File: src/rtl/i2ss_rx_if.sv
// Sample-pair delivery bundle from the I2S receiver toward the downstream fifo.
interface i2ss_rx_if #(
  parameter int unsigned DW = 24
);
  logic          o_valid;
  logic          i_ready;
  logic [DW-1:0] l_sample;
  logic [DW-1:0] r_sample;
  logic          locked;
  logic          overflow;

  modport master (
    output o_valid, l_sample, r_sample, locked, overflow,
    input  i_ready
  );

  modport slave (
    input  o_valid, l_sample, r_sample, locked, overflow,
    output i_ready
  );
endinterface

File: src/rtl/i2ss_rx.sv
// I2S slave receiver: oversamples sclk/lrclk/sdata on mclk and delivers MSB-aligned
// left/right pairs on a valid/ready interface.
module i2ss_rx #(
  parameter int unsigned DW = 24
) (
  input  logic      clk,
  input  logic      rst_n,
  input  logic      sclk,
  input  logic      lrclk,
  input  logic      sdata,
  i2ss_rx_if.master bus
);
  localparam int unsigned CW = $clog2(DW + 1);

  typedef enum logic [1:0] {StAlign, StLeft, StRight} state_e;

  logic          r_sclk_s1, r_sclk_s2, r_sclk_s3;
  logic          r_lr_s1, r_lr_s2, r_sd_s1, r_sd_s2;
  logic          r_lr_prev, r_lr_prev_d;
  logic [DW-1:0] r_shift, r_shift_d;
  logic [CW-1:0] r_cnt, r_cnt_d;
  state_e        r_state, r_state_d;
  logic [DW-1:0] r_l_hold, r_l_hold_d;
  logic          r_valid, r_valid_d;
  logic [DW-1:0] r_l, r_l_d, r_r, r_r_d;
  logic          r_locked, r_locked_d;
  logic          r_ovf, r_ovf_d;

  logic          w_rise, w_chg, w_do_shift, w_pair;
  logic [DW-1:0] w_shifted, w_word;
  logic [CW-1:0] w_cnt_inc;

  assign w_rise     = r_sclk_s2 & ~r_sclk_s3;
  assign w_chg      = r_lr_s2 ^ r_lr_prev;
  assign w_do_shift = r_cnt < CW'(DW);
  assign w_shifted  = w_do_shift ? {r_shift[DW-2:0], r_sd_s2} : r_shift;
  assign w_cnt_inc  = w_do_shift ? r_cnt + CW'(1) : r_cnt;
  // Short slots are MSB-aligned; an empty slot (change on back-to-back rises) yields zero.
  assign w_word     = (r_cnt == '0) ? '0 : (w_shifted << (CW'(DW) - w_cnt_inc));

  always_ff @(posedge clk or negedge rst_n) begin
    if (!rst_n) begin
      r_sclk_s1 <= 1'b0;
      r_sclk_s2 <= 1'b0;
      r_sclk_s3 <= 1'b0;
      r_lr_s1   <= 1'b0;
      r_lr_s2   <= 1'b0;
      r_sd_s1   <= 1'b0;
      r_sd_s2   <= 1'b0;
      r_lr_prev <= 1'b0;
      r_shift   <= '0;
      r_cnt     <= '0;
      r_state   <= StAlign;
      r_l_hold  <= '0;
      r_valid   <= 1'b0;
      r_l       <= '0;
      r_r       <= '0;
      r_locked  <= 1'b0;
      r_ovf     <= 1'b0;
    end else begin
      r_sclk_s1 <= sclk;
      r_sclk_s2 <= r_sclk_s1;
      r_sclk_s3 <= r_sclk_s2;
      r_lr_s1   <= lrclk;
      r_lr_s2   <= r_lr_s1;
      r_sd_s1   <= sdata;
      r_sd_s2   <= r_sd_s1;
      r_lr_prev <= r_lr_prev_d;
      r_shift   <= r_shift_d;
      r_cnt     <= r_cnt_d;
      r_state   <= r_state_d;
      r_l_hold  <= r_l_hold_d;
      r_valid   <= r_valid_d;
      r_l       <= r_l_d;
      r_r       <= r_r_d;
      r_locked  <= r_locked_d;
      r_ovf     <= r_ovf_d;
    end
  end

  always_comb begin
    r_lr_prev_d = r_lr_prev;
    r_shift_d   = r_shift;
    r_cnt_d     = r_cnt;
    r_state_d   = r_state;
    r_l_hold_d  = r_l_hold;
    r_valid_d   = r_valid & ~bus.i_ready;
    r_l_d       = r_l;
    r_r_d       = r_r;
    r_locked_d  = r_locked;
    r_ovf_d     = r_ovf;
    w_pair      = 1'b0;

    if (w_rise) begin
      r_lr_prev_d = r_lr_s2;
      r_shift_d   = w_shifted;
      r_cnt_d     = w_cnt_inc;
      if (w_chg) begin
        r_shift_d = '0;
        r_cnt_d   = '0;
        unique case (r_state)
          StAlign: begin
            if (!r_lr_s2) begin
              r_state_d  = StLeft;
              r_locked_d = 1'b1;
            end
          end
          StLeft: begin
            if (r_lr_s2) begin
              r_l_hold_d = w_word;
              r_state_d  = StRight;
            end
          end
          StRight: begin
            if (!r_lr_s2) begin
              w_pair    = 1'b1;
              r_state_d = StLeft;
            end
          end
          default: r_state_d = StAlign;
        endcase
      end
    end

    // A pair that finds the output still occupied and not draining is dropped.
    if (w_pair) begin
      if (r_valid && !bus.i_ready) begin
        r_ovf_d = 1'b1;
      end else begin
        r_valid_d = 1'b1;
        r_l_d     = r_l_hold;
        r_r_d     = w_word;
      end
    end
  end

  assign bus.o_valid  = r_valid;
  assign bus.l_sample = r_l;
  assign bus.r_sample = r_r;
  assign bus.locked   = r_locked;
  assign bus.overflow = r_ovf;
endmodule

File: src/flat_wrapper.sv
// flat-port wrapper written by rule: the top's interface ports become plain ports
module i2ss_rx_flat 
#(
  parameter int unsigned DW = 24
)
  (clk, rst_n, sclk, lrclk, sdata, bus_o_valid, bus_l_sample, bus_r_sample, bus_locked, bus_overflow, bus_i_ready);
  i2ss_rx_if #(.DW(DW)) bus_i ();
  input  logic clk;
  input  logic rst_n;
  input  logic sclk;
  input  logic lrclk;
  input  logic sdata;
  output wire logic [$bits(bus_i.o_valid)-1:0] bus_o_valid;
  output wire logic [$bits(bus_i.l_sample)-1:0] bus_l_sample;
  output wire logic [$bits(bus_i.r_sample)-1:0] bus_r_sample;
  output wire logic [$bits(bus_i.locked)-1:0] bus_locked;
  output wire logic [$bits(bus_i.overflow)-1:0] bus_overflow;
  input wire logic [$bits(bus_i.i_ready)-1:0] bus_i_ready;
  assign bus_o_valid = bus_i.o_valid;
  assign bus_l_sample = bus_i.l_sample;
  assign bus_r_sample = bus_i.r_sample;
  assign bus_locked = bus_i.locked;
  assign bus_overflow = bus_i.overflow;
  assign bus_i.i_ready = bus_i_ready;
  i2ss_rx #(.DW(DW)) u_core (.clk(clk), .rst_n(rst_n), .sclk(sclk), .lrclk(lrclk), .sdata(sdata), .bus(bus_i));
endmodule
File: config.mk
export PLATFORM = sky130hd
export DESIGN_NAME = i2ss_rx_flat
export DESIGN_NICKNAME = d
export VERILOG_FILES = /design/src/rtl/i2ss_rx_if.sv /design/src/rtl/i2ss_rx.sv /design/src/flat_wrapper.sv
export SDC_FILE = /design/constraint.sdc
export NUM_CORES = 1
export LEC_CHECK = 0
export CAP_MARGIN = 20
export CORE_UTILIZATION = 45
export DETAILED_ROUTE_END_ITERATION = 7
export DONT_BUFFER_PORTS = 1
export PLACE_DENSITY = 0.65
export SYNTH_ARGS = -nofsm -noshare
export SYNTH_HDL_FRONTEND = slang
export SYNTH_SLANG_ARGS = --single-unit
File: constraint.sdc
create_clock -name clk -period 7.4 [get_ports clk]
set_input_delay 1.48 -clock clk [delete_from_list [all_inputs] [get_ports clk]]
set_output_delay 1.48 -clock clk [all_outputs]
set_load 0.01 [all_outputs]
==> results.md <==
- The run finished with clean final reports.
- Setup repair after global routing left no endpoint under its margin.
- The total of hold buffers inserted after clock tree synthesis is 0.
- For this block, the initial DRC count from the detailed router was about 400.
- The DRC violation count after routing is 0.
- The start point of the worst min-delay path is u_core.r_sclk_s1.
- The clock reaches the later pin of the worst-skew pair after 0.42 ns.
- The initial standard-cell utilization of the core is 0.467.
- Post-CTS timing repair inserted 0 buffers for setup.
- The final count of pins violating max slew is 0.
- The overall fraction of global-route tracks in use is 0.233.
- Synthesis inferred around 110 register bits.
- The cell area after synthesis is between 0.006 and 0.007 sq mm.
- The number of gates resized after cts is 0.
- Measured against its own limit, the worst slew margin works out to 0.447.
- The startpoint identified for the worst register-to-register timing path is u_core.r_cnt[0].
- The clock tree from TritonCTS is done.
- The total power divided by cell area is around 270 mW/mm^2.
- Yosys printed 0 warnings.
- The most frequently used flop master after synthesis is dfrtp_1.
- Dividing the detail-routed via count by the number of cells gives 6.15.
- The number of buffers created by CTS is 17.
- Counting flops with a built-in enable in the synthesized netlist gives 0.
- Measured against the total synthesized area, the mux share comes to 0.0840.
- The global placement routability congestion is just over 0.9.
- CTS built an H-tree with a depth of 4.
- The xor and xnor fraction of the mapped netlist area is 0.0164.
- From synthesis to final layout, the design area changed by 9.33%.
- The routed wirelength normalized by instance count is ~19 um.
- The worst path arrival time is between 4 and 5 ns.
- In this run the register-to-register setup slack is about 3.5 ns.
- For this run, the register share of the synthesized area comes to 0.435.
- The area of the die is roughly 0.015 sq mm.
- Of the total synthesized cell area, the portion taken by full adders, half adders and majority gates is 0.00382.
- The count of distinct cell types in the synthesized netlist is 84.
- The initialized floorplan defines between 40 and 50 standard-cell rows.
- The initial antenna violation count is 0.
- The count of endpoints failing hold in the final timing report is 0.
- The number of buffers on the longest clock path is 2.
- Of all nets on the critical path, the largest fanout is a little under 60.
- Of the total synthesized cell area, the portion taken by AND, OR, NAND and NOR gates is 0.199.
- The setup violation total in the final timing report is 0.
- The worst-case IR drop observed on VDD is 0.245 mV.
- The final period utilization is 0.526.
- The share of flip-flops with an asynchronous set or reset after synthesis is 1.00.
- The global-route congestion overflow total is 0.
- Across all layers, the routed design uses 5190 vias.
- Summed over all instances, the cell type with the most area after synthesis is dfrtp_1.
- The destination of the worst register-to-register timing path is u_core.r_l_hold[17].
- During placement, the flow inserted port buffers numbering 0.
- The worst-case clock skew is 0.0108 ns.
- The actual slew at the worst max-slew pin is ~0.8 ns.
- The I/O pin count is 57.
- In this run the static leakage power is approximately 3.2 nW.
- The cell count after synthesis came out at between 600 and 700.
- In the final layout, the share of cells above drive strength 1 is 0.157.
- The area fraction in compound gates after synthesis was 0.214.
- The number of detailed-routing iterations run before antenna repair is 7.
- Entering global routing, the biggest net connects 115 pins.
- The end point of the worst hold path is u_core.r_sclk_s2.
- CTS saw about 110 sinks.
- The sort of element at the end of the critical path is a register.
- The net count of the mapped netlist is 683.
- The region available for standard cell placement spans 0.0140 sq mm.
- The first global-routing pass estimated 26.6 mm of wire.
- Summed over all layers, the routed wires come to approximately 16 mm.
- Subtracting the final worst setup slack from the clock period gives a little under 4 ns.
- The share of synthesized area in the top cell type comes to 0.435.
- The classification of the worst-slack hold path is reg -> reg.
- The estimated wirelength of the detail-placed design is 11.4 mm.
- The worst reg-to-reg path cell count is 10.
- Summed over all failing endpoints, the final setup total negative slack is 0 ns.
- The worst hold path cell count is 0.
- The post-synthesis area per instance is 9.71 sq um.
- The number of max-cap violations is 0.
- STA classifies the critical path startpoint as a register.
- The detail route stage leaves a number of antenna-violating nets equal to 0.
- Yosys attributes the largest share of cell area to dfrtp_1 (44%), nand2_1 (7.8%), mux2_2 (3.8%).
- The clock-pin slew on the worst setup and hold paths is around 0.06 ns.
- The number of global-route vias before repair is ~5000.
- The critical path in this run is classified as reg -> reg.
- The required time at the endpoint of the critical path is 7.69 ns.
- After synthesis, the largest family of logic cells by area is compound AO/OA/AOI/OAI gates.
- The final layout contains 659 nets.
- Derived from the worst setup path, the maximum achievable clock frequency is 0.257 GHz.
- The floorplan die width is ~120 um.
- The worst hold margin is 0.351 ns.
- 0 antenna diodes ended up in the layout.
- The die is between 100 and 150 um tall.
- Clock tree synthesis selected as its root buffer the cell clkbuf_16.
power breakdown:
part | internal [mW] | switching [mW] | leakage (nW)
clock network | 0.494 | 0.292 | 0.270
registers | 0.644 | 0.0325 | 1.56
logic | 0.193 | 0.304 | 1.36
layout by cell type (no fill, tap or decap), types with 8 or more instances in the layout:
master | synthesis | layout
buf_4 | 6 | 11
nor3_1 | 12 | 10
mux2i_1 | 16 | 16
dfrtp_1 | 114 | 114
nor2_1 | 19 | 19
o31ai_1 | 26 | 26
mux2_2 | 22 | 22
o21ai_1 | 8 | 8
a22o_1 | 26 | 26
and2_1 | 9 | 9
a21oi_1 | 21 | 21
nand3_1 | 17 | 17
nand2b_1 | 18 | 18
o211ai_1 | 9 | 9
and3_1 | 9 | 9
clkbuf_16 | 0 | 17
nand2_1 | 137 | 136
o21ai_0 | 20 | 20
cells by family (layout without fill, tap and decap cells):
logic type                 after synthesis  count (layout)
xor gates and xnor gates                 9               9
buffers and inverters                   58              47
muxes                                   46              46
AOI/OAI and AO/OA                      181             181
adders and majority gates                2               2
and+or+nand+nor                        265             265
DFF                                    114             114
worst max-delay path: stages, from the launching register on:
cell      delay [ns]
dfrtp_1         0.32
buf_4           0.41
clkinv_1        0.36
ha_1            0.49
nand2b_1        0.25
o21ai_4         0.45
a21oi_1         0.27
nor2_4          0.39
mux2_2          0.41
o221ai_1        0.30
o21ai_1         0.10
registers in the layout, indices dropped and copies added (netlist names), 2 cells and up:
signal and flops:
u_core.r_cnt 5, u_core.r_shift 24, u_core.bus.r_sample 24, u_core.bus.l_sample 24, u_core.r_l_hold 24, u_core.r_state 2
how the worst max path moves through the flow:
stage,cells past startpoint,slack [ns],to,start
after floorplan,12,4.27,u_core.bus.r_sample[19],u_core.r_cnt[0]
after global placement,10,3.48,u_core.bus.r_sample[23],u_core.r_cnt[0]
after detailed placement,10,3.29,u_core.r_l_hold[23],u_core.r_cnt[0]
after CTS,10,3.28,u_core.r_l_hold[23],u_core.r_cnt[0]
after global routing,11,3.14,u_core.r_l_hold[23],u_core.r_cnt[0]
final,10,3.50,u_core.r_l_hold[17],u_core.r_cnt[0]
per-layer routing:
| metal | up-vias | wire length (um) | global-route usage | share of wire |
|---|---|---|---|---|
| met5 | - | 0 | 0 | 0 |
| met4 | 0 | 414 | 0.104 | 0.025 |
| met3 | 24 | 908 | 0.0567 | 0.055 |
| met2 | 180 | 7610 | 0.358 | 0.46 |
| met1 | 2549 | 7490 | 0.309 | 0.46 |
| li1 | 2437 | - | - | - |
cell type report:
| type | instances | area [sq um] |
|---|---|---|
| fillers | 1251 | 6870 |
| clock buffers | 19 | 433 |
| inverters | 3 | 11.3 |
| multi-input cells | 503 | 3410 |
| repair buffers | 12 | 103 |
| well taps | 180 | 225 |
| flip-flops and latches | 114 | 2850 |
| clock inverters | 13 | 136 |
cell usage after synthesis, types with 5 or more instances:
master / n
nor2b_1: 6
mux2i_1: 16
nor2_1: 19
and3_1: 9
buf_2: 19
and2_1: 9
o21ai_0: 20
dfrtp_1: 114
nand2_1: 137
nand2b_1: 18
a221oi_1: 5
a21oi_1: 21
mux2_2: 22
and4b_1: 5
nand3_1: 17
a22o_1: 26
buf_6: 6
o21ai_1: 8
xnor2_1: 5
o31ai_1: 26
clkbuf_1: 22
buf_4: 6
o211ai_1: 9
nor3_1: 12
nand4b_1: 6
per-stage QoR:
step	util	instance area, sq um	setup slack [ns]	instances	power, mW
6_report	0.510	7170	3.50	844	1.96
5_1_grt	0.510	7170	3.14	844	2.05
4_1_cts	0.509	7140	3.28	842	1.96
3_5_place_dp	0.468	6570	3.29	810	1.17
3_3_place_gp	0.468	6570	3.48	810	1.16
2_1_floorplan	-	6560	4.27	675	1.08
Power figures use the tool's default switching activity.
